`src/rtl/hazard_ctrl.sv`:
```
`default_nettype none
// ============================================================================
// Module      : hazard_ctrl
// Description : Pipeline hazard controller generating PC/IF-ID hold, ID/EX
//               bubble, flush and global freeze, with lost-cycle counters.
// Revision    : 1.0 - initial release
// ============================================================================
module hazard_ctrl #(
    parameter int MULDIV_LAT = 4
) (
    input  logic        clk,
    input  logic        rst,
    input  logic [4:0]  d_rs1_idx,
    input  logic [4:0]  d_rs2_idx,
    input  logic        d_use_rs1,
    input  logic        d_use_rs2,
    input  logic [4:0]  e_rd_idx,
    input  logic        e_is_load,
    input  logic        e_is_muldiv,
    input  logic        e_jb,
    input  logic        m_req,
    input  logic        m_ready,
    output logic        pc_hold,
    output logic        regd_hold,
    output logic        rege_bubble,
    output logic        flush,
    output logic        freeze,
    output logic        muldiv_busy,
    output logic [31:0] stall_cnt,
    output logic [31:0] flush_cnt
);

    typedef enum logic [0:0] {
        c_run    = 1'b0,
        c_muldiv = 1'b1
    } state_t;

    localparam logic [7:0]  c_cnt_init = 8'(MULDIV_LAT - 1);
    localparam logic [31:0] c_cnt_max  = 32'hFFFF_FFFF;

    state_t      r_state;
    logic [7:0]  r_cnt;
    logic        r_md_done;
    logic [31:0] r_stall_cnt;
    logic [31:0] r_flush_cnt;

    logic w_ld_use;
    logic w_md_start;
    logic w_mem_wait;
    logic w_freeze;
    logic w_flush;
    logic w_bubble;

    assign w_ld_use   = e_is_load && (e_rd_idx != 5'd0) &&
                        ((d_use_rs1 && (d_rs1_idx == e_rd_idx)) ||
                         (d_use_rs2 && (d_rs2_idx == e_rd_idx)));
    assign w_md_start = (r_state == c_run) && e_is_muldiv && !r_md_done;
    assign w_mem_wait = m_req && !m_ready;

    // Freeze dominates everything; a branch in turn masks the load-use bubble.
    assign w_freeze = w_mem_wait || w_md_start || (r_state == c_muldiv);
    assign w_flush  = !w_freeze && e_jb;
    assign w_bubble = !w_freeze && !e_jb && w_ld_use;

    always_comb begin
        pc_hold     = 1'b0;
        regd_hold   = 1'b0;
        rege_bubble = 1'b0;
        flush       = 1'b0;
        freeze      = 1'b0;
        muldiv_busy = 1'b0;
        if (!rst) begin
            pc_hold     = w_bubble;
            regd_hold   = w_bubble;
            rege_bubble = w_bubble;
            flush       = w_flush;
            freeze      = w_freeze;
            muldiv_busy = (r_state == c_muldiv);
        end
    end

    always_ff @(posedge clk or posedge rst) begin
        if (rst) begin
            r_state     <= c_run;
            r_cnt       <= 8'd0;
            r_md_done   <= 1'b0;
            r_stall_cnt <= 32'd0;
            r_flush_cnt <= 32'd0;
        end else begin
            case (r_state)
                c_run: begin
                    if (w_md_start) begin
                        r_state <= c_muldiv;
                        r_cnt   <= c_cnt_init;
                    end else if (!w_freeze) begin
                        // The completed op advances out of E on this edge.
                        r_md_done <= 1'b0;
                    end
                end
                c_muldiv: begin
                    r_cnt <= r_cnt - 8'd1;
                    if (r_cnt == 8'd1) begin
                        r_state   <= c_run;
                        r_md_done <= 1'b1;
                    end
                end
                default: r_state <= c_run;
            endcase

            if ((w_freeze || w_bubble) && (r_stall_cnt != c_cnt_max))
                r_stall_cnt <= r_stall_cnt + 32'd1;
            if (w_flush && (r_flush_cnt != c_cnt_max))
                r_flush_cnt <= r_flush_cnt + 32'd1;
        end
    end

    assign stall_cnt = r_stall_cnt;
    assign flush_cnt = r_flush_cnt;

endmodule
`default_nettype wire

```
`config.mk`:
```
export PLATFORM = sky130hd
export DESIGN_NAME = hazard_ctrl
export DESIGN_NICKNAME = d
export VERILOG_FILES = /design/src/rtl/hazard_ctrl.sv
export SDC_FILE = /design/constraint.sdc
export NUM_CORES = 1
export LEC_CHECK = 0
export ABC_CLOCK_PERIOD_IN_PS = 6100
export CELL_PAD_IN_SITES_DETAIL_PLACEMENT = 1
export CELL_PAD_IN_SITES_GLOBAL_PLACEMENT = 2
export CORE_MARGIN = 4
export CORE_UTILIZATION = 31
export CTS_BUF_LIST = sky130_fd_sc_hd__clkbuf_8 sky130_fd_sc_hd__clkbuf_16
export DETAILED_ROUTE_END_ITERATION = 16
export PLACE_DENSITY_LB_ADDON = 0.1
export SYNTH_ARGS = -nofsm -noshare
export SYNTH_HDL_FRONTEND = slang
export SYNTH_SLANG_ARGS = --single-unit
```
`constraint.sdc`:
```
create_clock -name clk -period 6.1 [get_ports clk]
set_clock_uncertainty 0.1 [all_clocks]
set_input_delay 1.525 -clock clk [delete_from_list [all_inputs] [get_ports clk]]
set_output_delay 1.525 -clock clk [all_outputs]
set_load 0.02 [all_outputs]
```
# Word level (Yosys, flattened, before mapping)
# Index checks and enable logic that the tools add are counted.
[totals]
mem_bits_rw = 0
input_bits = 24
mem_count = 0
word_cells = 53
rom_bits = 0
regBits = 74
latchBits = 0
[op_classes]
reduce_logical = 22
order_cmp = 0
addsub = 3
n_eq_ne = 9
mul = 0
div_mod_pow = 0
n_mux = 13
n_bitwise = 1
n_shift = 0
[ops]
columns = ["op", "n"]
rows = [
  ["32-bit by 1-bit adder with 32-bit output, second input constant", 2],
  ["32-bit inequality test, second input constant", 2],
  ["8-bit one-hot mux with 2 select lines", 1],
  ["1-bit logical AND", 12],
  ["5-bit equality test", 2],
  ["1-bit two-way mux", 9],
  ["8-bit by 1-bit equality test with 1-bit output, second input constant", 1],
  ["8-bit two-way mux", 1],
  ["8-bit by 1-bit subtractor with 8-bit output, second input constant", 1],
  ["2-bit inequality test, second input constant", 3],
  ["5-bit nonzero test", 1],
  ["1-bit zero test", 4],
  ["1-bit logical OR", 4],
  ["1-bit one-hot mux with 2 select lines", 2],
  ["3-bit AND reduction", 1],
  ["2-bit by 1-bit inequality test with 1-bit output, second input constant", 1],
  ["1-bit NOT", 1],
]

# Longest topological paths before layout
# Gate-level depths: netlist of run 1.
[logic_depth]
depth_word = 10
depth_mapped = 9
ltp_nobuf = 8

# Worst setup path before layout of run 1
# No wires, ideal clock.
[synth_path]
path_type = "in2out"
startpoint = "in rst"
endpoint = "out regd_hold"
stages = 3
required_time_ns = 4.475
slack_ns = 0.632
path_buffers = 1
t_arrival_ns = 3.843
path_cell_list = "inv_1 and4_1 buf_4"
[synth_via]
elab_chain_len = 1
[synth_rtl]
columns = ["item", "line_no", "source"]
rows = [
  ["start: declaration", "12", "input logic rst,"],
  ["1-bit two-way mux", "n/a", ""],
  ["end: declaration", "24", "output logic regd_hold,"],
]
# Every way passes these cells.

# Worst setup path after layout of run 1
[layout_path]
startpoint = "in e_rd_idx[1]"
endpoint = "out rege_bubble"
[layout_via]
elab_chain_len = 6
[layout_rtl]
columns = ["item", "line_no", "source"]
rows = [
  ["start: declaration", "17", "input logic [4:0] e_rd_idx,"],
  ["5-bit equality test, on equally long branches", "55, 56", ""],
  ["1-bit logical AND, on equally long branches", "55, 56", ""],
  ["1-bit logical OR", "55", "((d_use_rs1 && (d_rs1_idx == e_rd_idx)) ||"],
  ["1-bit logical AND (*)", "54", "assign w_ld_use = e_is_load && (e_rd_idx != 5'd0) &&"],
  ["1-bit logical AND (*)", "63", "assign w_bubble = !w_freeze && !e_jb && w_ld_use;"],
  ["1-bit two-way mux (*)", "72", "if (!rst) begin"],
  ["end: declaration", "25", "output logic rege_bubble,"],
]
# Every way passes the cells marked *; elsewhere a longest branch is shown, timed or not.

==> metrics, run 1 <==
status=finished, final reports clean; DR WL/cell=15.7 µm; Inst Count DP=567; H-tree depth=3; main combinational cell family by area after synthesis=simple AND/OR/NAND/NOR gates; Fill cells=around 1300; CTS Buffer Depth=2; Final Hold Viols=0; clk_lat worst skew=roughly 0.33 ns; initial antenna violation count=0; vias in the first global route=2999; cell area after synthesis=3640 µm²; Residual DRC=0; Yosys reg bits=74; Seq/Total Area, Yosys=50.9%; Tmin final=5.14 ns; Crit-path slowest cell=or4_1; TritonCTS Buffers=9; post-synthesis mux area share=less than 1%; FF-to-FF setup slack=3.35 ns; clk sinks=74; Die X-Extent=116 µm; Final nets=~460; Simple-Gate Fraction of Synth Area=24.9%; Final Non-Filler Cells=between 500 and 600; register area=about 1900 µm²; Final Cycle Share=84.2%; Total Power=1.47 mW; xor/xnor cell area share of the yosys netlist=around 17%; final slew viol count=0; overall routing resource usage=14.7%; Antenna diodes=0; Chip Height=around 120 µm; CTS tree=done; Synth Area in Compound Gates=3.68%; die area=13500 µm²; max-cap viol count=0; DR pass1 iterations=4; largest net degree at the start of global routing=75; worst-margin pin slew=0.956 ns; Cell Rows=39; Yosys cell types=47; CP startpoint kind=input pin; number of synthesized flops with an enable pin=0; post-detailed-route count of antenna-violating nets=0; clk slew on worst S/H paths=approximately 0.060 ns; kind of end point of the critical path=output port; IO buf count=93; clock root buffer=clkbuf_16; hold-fix buffers at CTS=0; post-synthesis cell count=334; DR vias/cell=4.81; Crit path top cell by count=clkdlybuf4s50_1; Post-CTS Setup Repair Bufs=0; static leakage=~2.1 nW; # IOs=94; post-synthesis adder-cell area fraction=1.38%; Fin Setup TNS=0 ns; Post-synth ARST share=100%; Max stage delay on crit path=around 0.55 ns; GPL Wtd Cong=about 0.7; P&R area growth vs syn=38.3%; Final Util=43.9%; Power Dens Cells=291 nW/µm²; syn nets=362; Setup-failing EPs final=0; vias=2802; initial core utilization=31.7%; Crit Path Category=input pin to output port; total wire length=~9 mm; DRT iter0 DRCs=91; number of synthesis warnings=0; Worst VDD drop=0.237 mV; Critical Path AT=3.51 ns; layout cell share with drive strength beyond 1=7.05%; Avg Inst Size Synth=~11 µm²; critical-path cell list=clkdlybuf4s50_1 -> or4_1 -> nor2_1 -> nor3b_1 -> and4_1 -> clkdlybuf4s50_1; Most used DFF post-synth=dfrtp_1; WP data required=4.47 ns; PostCTS Resize Cnt=0; first-pass GRT wire length=15.5 mm; crit path max fanout=3; dpl hpwl=6.69 mm; area of the multi-input gates=1730 µm²; Overflow after GRT=0; Max Clk Rate=0.195 GHz; Max-slew headroom=36.2%; RSZ-0062 raised after global routing=no; hold crit path type=flop to flop; core area=about 11000 µm²
registers in the layout, indices dropped and copies added, names as in the netlist:
register   flops
r_state        1
r_cnt          8
flush_cnt     32
r_md_done      1
stall_cnt     32
layout by cell type, fill, tap and decap left out, types with 10 or more instances in the layout:
cell	synthesis	routed
clkdlybuf4s50_1	0	93
xor2_1	15	15
dfrtp_1	74	74
and3_1	14	14
nand2_1	33	33
and4_1	10	10
nand4_1	18	18
xnor2_1	56	56
nand3_1	21	21
nor2_1	14	14
cell type report:
| class | instances | area share, % |
|---|---|---|
| well taps | 143 | 3.56 |
| inverters | 6 | 0.448 |
| clock inverters | 6 | 1.14 |
| clock buffers | 10 | 4.75 |
| multi-input cells | 249 | 34.5 |
| repair buffers | 95 | 18.8 |
| flip-flops and latches | 74 | 36.8 |
where the power goes:
| part | total [mW] | internal (mW) | switching [mW] | leakage [nW] |
|---|---|---|---|---|
| logic | 0.303 | 0.151 | 0.151 | 0.966 |
| registers | 0.632 | 0.557 | 0.0751 | 0.995 |
| clock network | 0.531 | 0.325 | 0.206 | 0.153 |
| total | 1.47 | 1.03 | 0.432 | 2.11 |
metrics by stage:
stage | area [µm²] | setup slack [ns] | hold WS, ns
2_1_floorplan | 3640 | 0.632 | 0.350
3_3_place_gp | 4730 | 0.994 | 0.369
3_5_place_dp | 4730 | 0.954 | 0.372
4_1_cts | 5030 | 0.950 | 0.385
5_1_grt | 5030 | 0.894 | 0.406
6_report | 5030 | 0.962 | 0.387
path summary, 6_finish.rpt:
| check | from | to | depth (start not counted) |
|---|---|---|---|
| worst max register to register | stall_cnt[0]$_DFFE_PP0P_ | stall_cnt[4]$_DFFE_PP0P_ | 9 |
| worst min-delay path | r_md_done$_DFFE_PP0P_ | r_md_done$_DFFE_PP0P_ | 1 |
| worst max-delay path | e_rd_idx[1] | rege_bubble | 6 |
| worst min register to register | r_md_done$_DFFE_PP0P_ | r_md_done$_DFFE_PP0P_ | 1 |
| min in group asynchronous | rst | stall_cnt[21]$_DFFE_PP0P_ | 3 |
| max in group asynchronous | rst | r_cnt[4]$_DFFE_PP0P_ | 3 |
cells in the mapped netlist, types with 2 or more instances:
cell type / number / share of area [%]
nand2_1: 33 / 3.4
nand3_1: 21 / 2.9
inv_1: 6 / 0.62
buf_2: 2 / 0.28
mux2_1: 2 / 0.62
nand4_1: 18 / 3.1
and4_1: 10 / 2.4
and3_1: 14 / 2.4
nor3_1: 7 / 0.96
and2_1: 9 / 1.5
buf_4: 2 / 0.41
nand2b_1: 3 / 0.52
a31oi_1: 2 / 0.34
nor2b_1: 2 / 0.34
nor2_1: 14 / 1.4
o21ai_0: 6 / 0.83
a21o_1: 2 / 0.41
xor2_1: 15 / 3.6
ha_1: 4 / 1.4
nor3_2: 2 / 0.55
a21oi_1: 2 / 0.28
nor4_1: 3 / 0.52
or3_1: 2 / 0.34
or4_1: 2 / 0.41
dfrtp_1: 74 / 51
xnor2_1: 56 / 13
cell families after synthesis:
| kind of cell | after synthesis |
|---|---|
| AO/OA/AOI/OAI | 19 |
| XOR/XNOR | 71 |
| adder cells (fa/ha/maj) | 4 |
| buffers and inverters | 11 |
| flip-flops | 74 |
| multiplexers | 2 |
| AND/OR/NAND/NOR | 153 |
per-layer routing:
metal | GRT usage [%] | share of wire [%] | vias to the layer above
met2 | 23.3 | 46 | 52
met5 | 0 | 0 | -
met3 | 3.11 | 4.0 | 13
li1 | - | - | 1379
met1 | 19.5 | 48 | 1358
met4 | 6.03 | 1.7 | 0
worst max-delay path, delay by kind of cell:
kind                   cells  cell delay (ns)
and+or+nand+nor            4             0.96
buffers and inverters      2             1.03
(Power assumes the default switching activity.)
==> run 2: changes to the inputs <==
ABC_CLOCK_PERIOD_IN_PS = 4470   (was 6100)
CORE_UTILIZATION = 28   (was 31)
clock period = 4.47 ns   (was 6.1 ns; I/O delays follow)
==> run 2 against run 1 <==
- hold slack worse by 0.0062 ns
- worst setup slack worse by 0.80 ns
- design area grew 1.4%
- sequential cell count unchanged
- combinational power increased by 38%
- power rose by 41%
- core utilization fell by 3.6 points
- critical path depth did not move
==> metrics, run 2 (synthesis gave the netlist of run 1 again) <==
final slew viol count=0; TritonCTS Buffers=9; Final Cycle Share=96.4%; DR vias/cell=~4.7; max-cap viol count=0; Residual DRC=0; Max-slew headroom=35.2%; Fin Setup TNS=0 ns; Tmin final=4.31 ns; worst-margin pin slew=0.971 ns; Power Dens Cells=roughly 400 nW/µm²; clk_lat worst skew=0.34 ns; H-tree depth=3; Final nets=464; initial core utilization=about 29%; static leakage=~2.1 nW; FF-to-FF setup slack=1.86 ns; Final Hold Viols=0; largest net degree at the start of global routing=75; Post-CTS Setup Repair Bufs=0; CTS tree=done; hold crit path type=flop to flop; PnR worst setup slack=0.159 ns; P&R area growth vs syn=40.2%; GPL Wtd Cong=0.752; clock root buffer=clkbuf_16; Final Non-Filler Cells=613; CP startpoint kind=input pin; Critical Path AT=3.09 ns; PostCTS Resize Cnt=0; dpl hpwl=7.00 mm; Max Clk Rate=0.232 GHz; core area=roughly 13000 µm²; sequential group share of total power=41.8%; Die X-Extent=122 µm; crit path max fanout=3; vias in the first global route=3069; RSZ-0062 raised after global routing=no; Crit path top cell by count=clkdlybuf4s50_1; die area=14900 µm²; overall routing resource usage=14.0%; critical-path cell list=clkdlybuf4s50_1 -> or4_1 -> nor2_1 -> nor3b_1 -> and4_1 -> clkdlybuf4s50_1; clk sinks=74; DRT iter0 DRCs=126; commonest non-fill, non-tap cell in the layout=clkdlybuf4s50_1; final instance area=5100 µm²; DR WL/cell=15.6 µm; Max stage delay on crit path=roughly 0.56 ns; # IOs=94; Cell Rows=slightly above 40; kind of end point of the critical path=output port; DR pass1 iterations=4; placed cell areas=4780 µm²; pre-CTS setup slack=0.148 ns; Antenna diodes=0; initial antenna violation count=0; hold-fix buffers at CTS=0; Final Util=40.3%; WP data required=3.25 ns; Worst VDD drop=0.202 mV; first-pass GRT wire length=about 16 mm; Sw Share=28.9%; Int Pwr=1.47 mW; Chip Height=around 120 µm; Overflow after GRT=0; layout cell share with drive strength beyond 1=7.26%; CTS Buffer Depth=2; Inst Count DP=597; Setup-failing EPs final=0; Crit Path Category=input pin to output port; most frequent cells in the layout=clkdlybuf4s50_1 (93), dfrtp_1 (74), xnor2_1 (56); Logic pwr share=20.2%; Crit-path slowest cell=or4_1; post-detailed-route count of antenna-violating nets=0; vias=2878; IO buf count=93; clk slew on worst S/H paths=0.06 ns; Clock power frac=38.0%; status=finished, final reports clean; Psw=0.596 mW; total wire length=9.56 mm
[run 2: changes by cell type in the layout (fill, tap and decap cells not counted)]
cell and delta:
inv_2 -1, clkinv_2 -1, clkinvlp_4 +2, clkinv_4 -1, buf_4 +1, bufinv_16 +1
[run 2: cell type report]
cell class	count	area [µm²]
fill	1432	7570
clock inverter	6	81.3
sequential	74	1850
inverter	6	26.3
tap	172	215
timing repair buffer	96	953
multi-input combinational	249	1730
clock buffer	10	239
[run 2: path summary, 6_finish.rpt]
path	from	endpoint	cells past startpoint
max	e_rd_idx[1]	pc_hold	6
min	r_md_done$_DFFE_PP0P_	r_md_done$_DFFE_PP0P_	1
max reg2reg	stall_cnt[0]$_DFFE_PP0P_	stall_cnt[1]$_DFFE_PP0P_	8
min reg2reg	r_md_done$_DFFE_PP0P_	r_md_done$_DFFE_PP0P_	1
max in group asynchronous	rst	flush_cnt[14]$_DFFE_PP0P_	3
min in group asynchronous	rst	r_state$_DFF_PP0_	3
[run 2: power groups by stage]
stage               clock network, mW  registers, mW  logic (mW)
floorplan                           0          0.902       0.199
global placement                    0          0.869       0.415
detailed placement                  0          0.874       0.424
CTS                             0.813          0.863       0.428
global route                    0.840          0.884       0.468
finish                          0.784          0.863       0.417
[run 2: metal layers]
layer	share of wire, %	track usage [%]	wire, µm
met3	3.6	2.92	345
met1	46	18.4	4430
met2	48	21.8	4550
met4	2.4	6.93	231
met5	0	0	0
[run 2: worst max-delay path, delay by kind of cell]
kind	cells	cell delay (ns)
buffers and inverters	2	1.02
and+or+nand+nor	4	0.97
[run 2: metrics by stage]
step	hold WS (ns)	power, mW
2_1_floorplan	0.350	1.10
3_3_place_gp	0.364	1.28
3_5_place_dp	0.369	1.30
4_1_cts	0.383	2.10
5_1_grt	0.399	2.19
6_report	0.381	2.06
==> run 3: changes to the inputs <==
CTS_CLUSTER_SIZE = 16   (was not set)
==> results of run 3 <==
The final DEF is identical to that of run 2; final timing and power are the same.
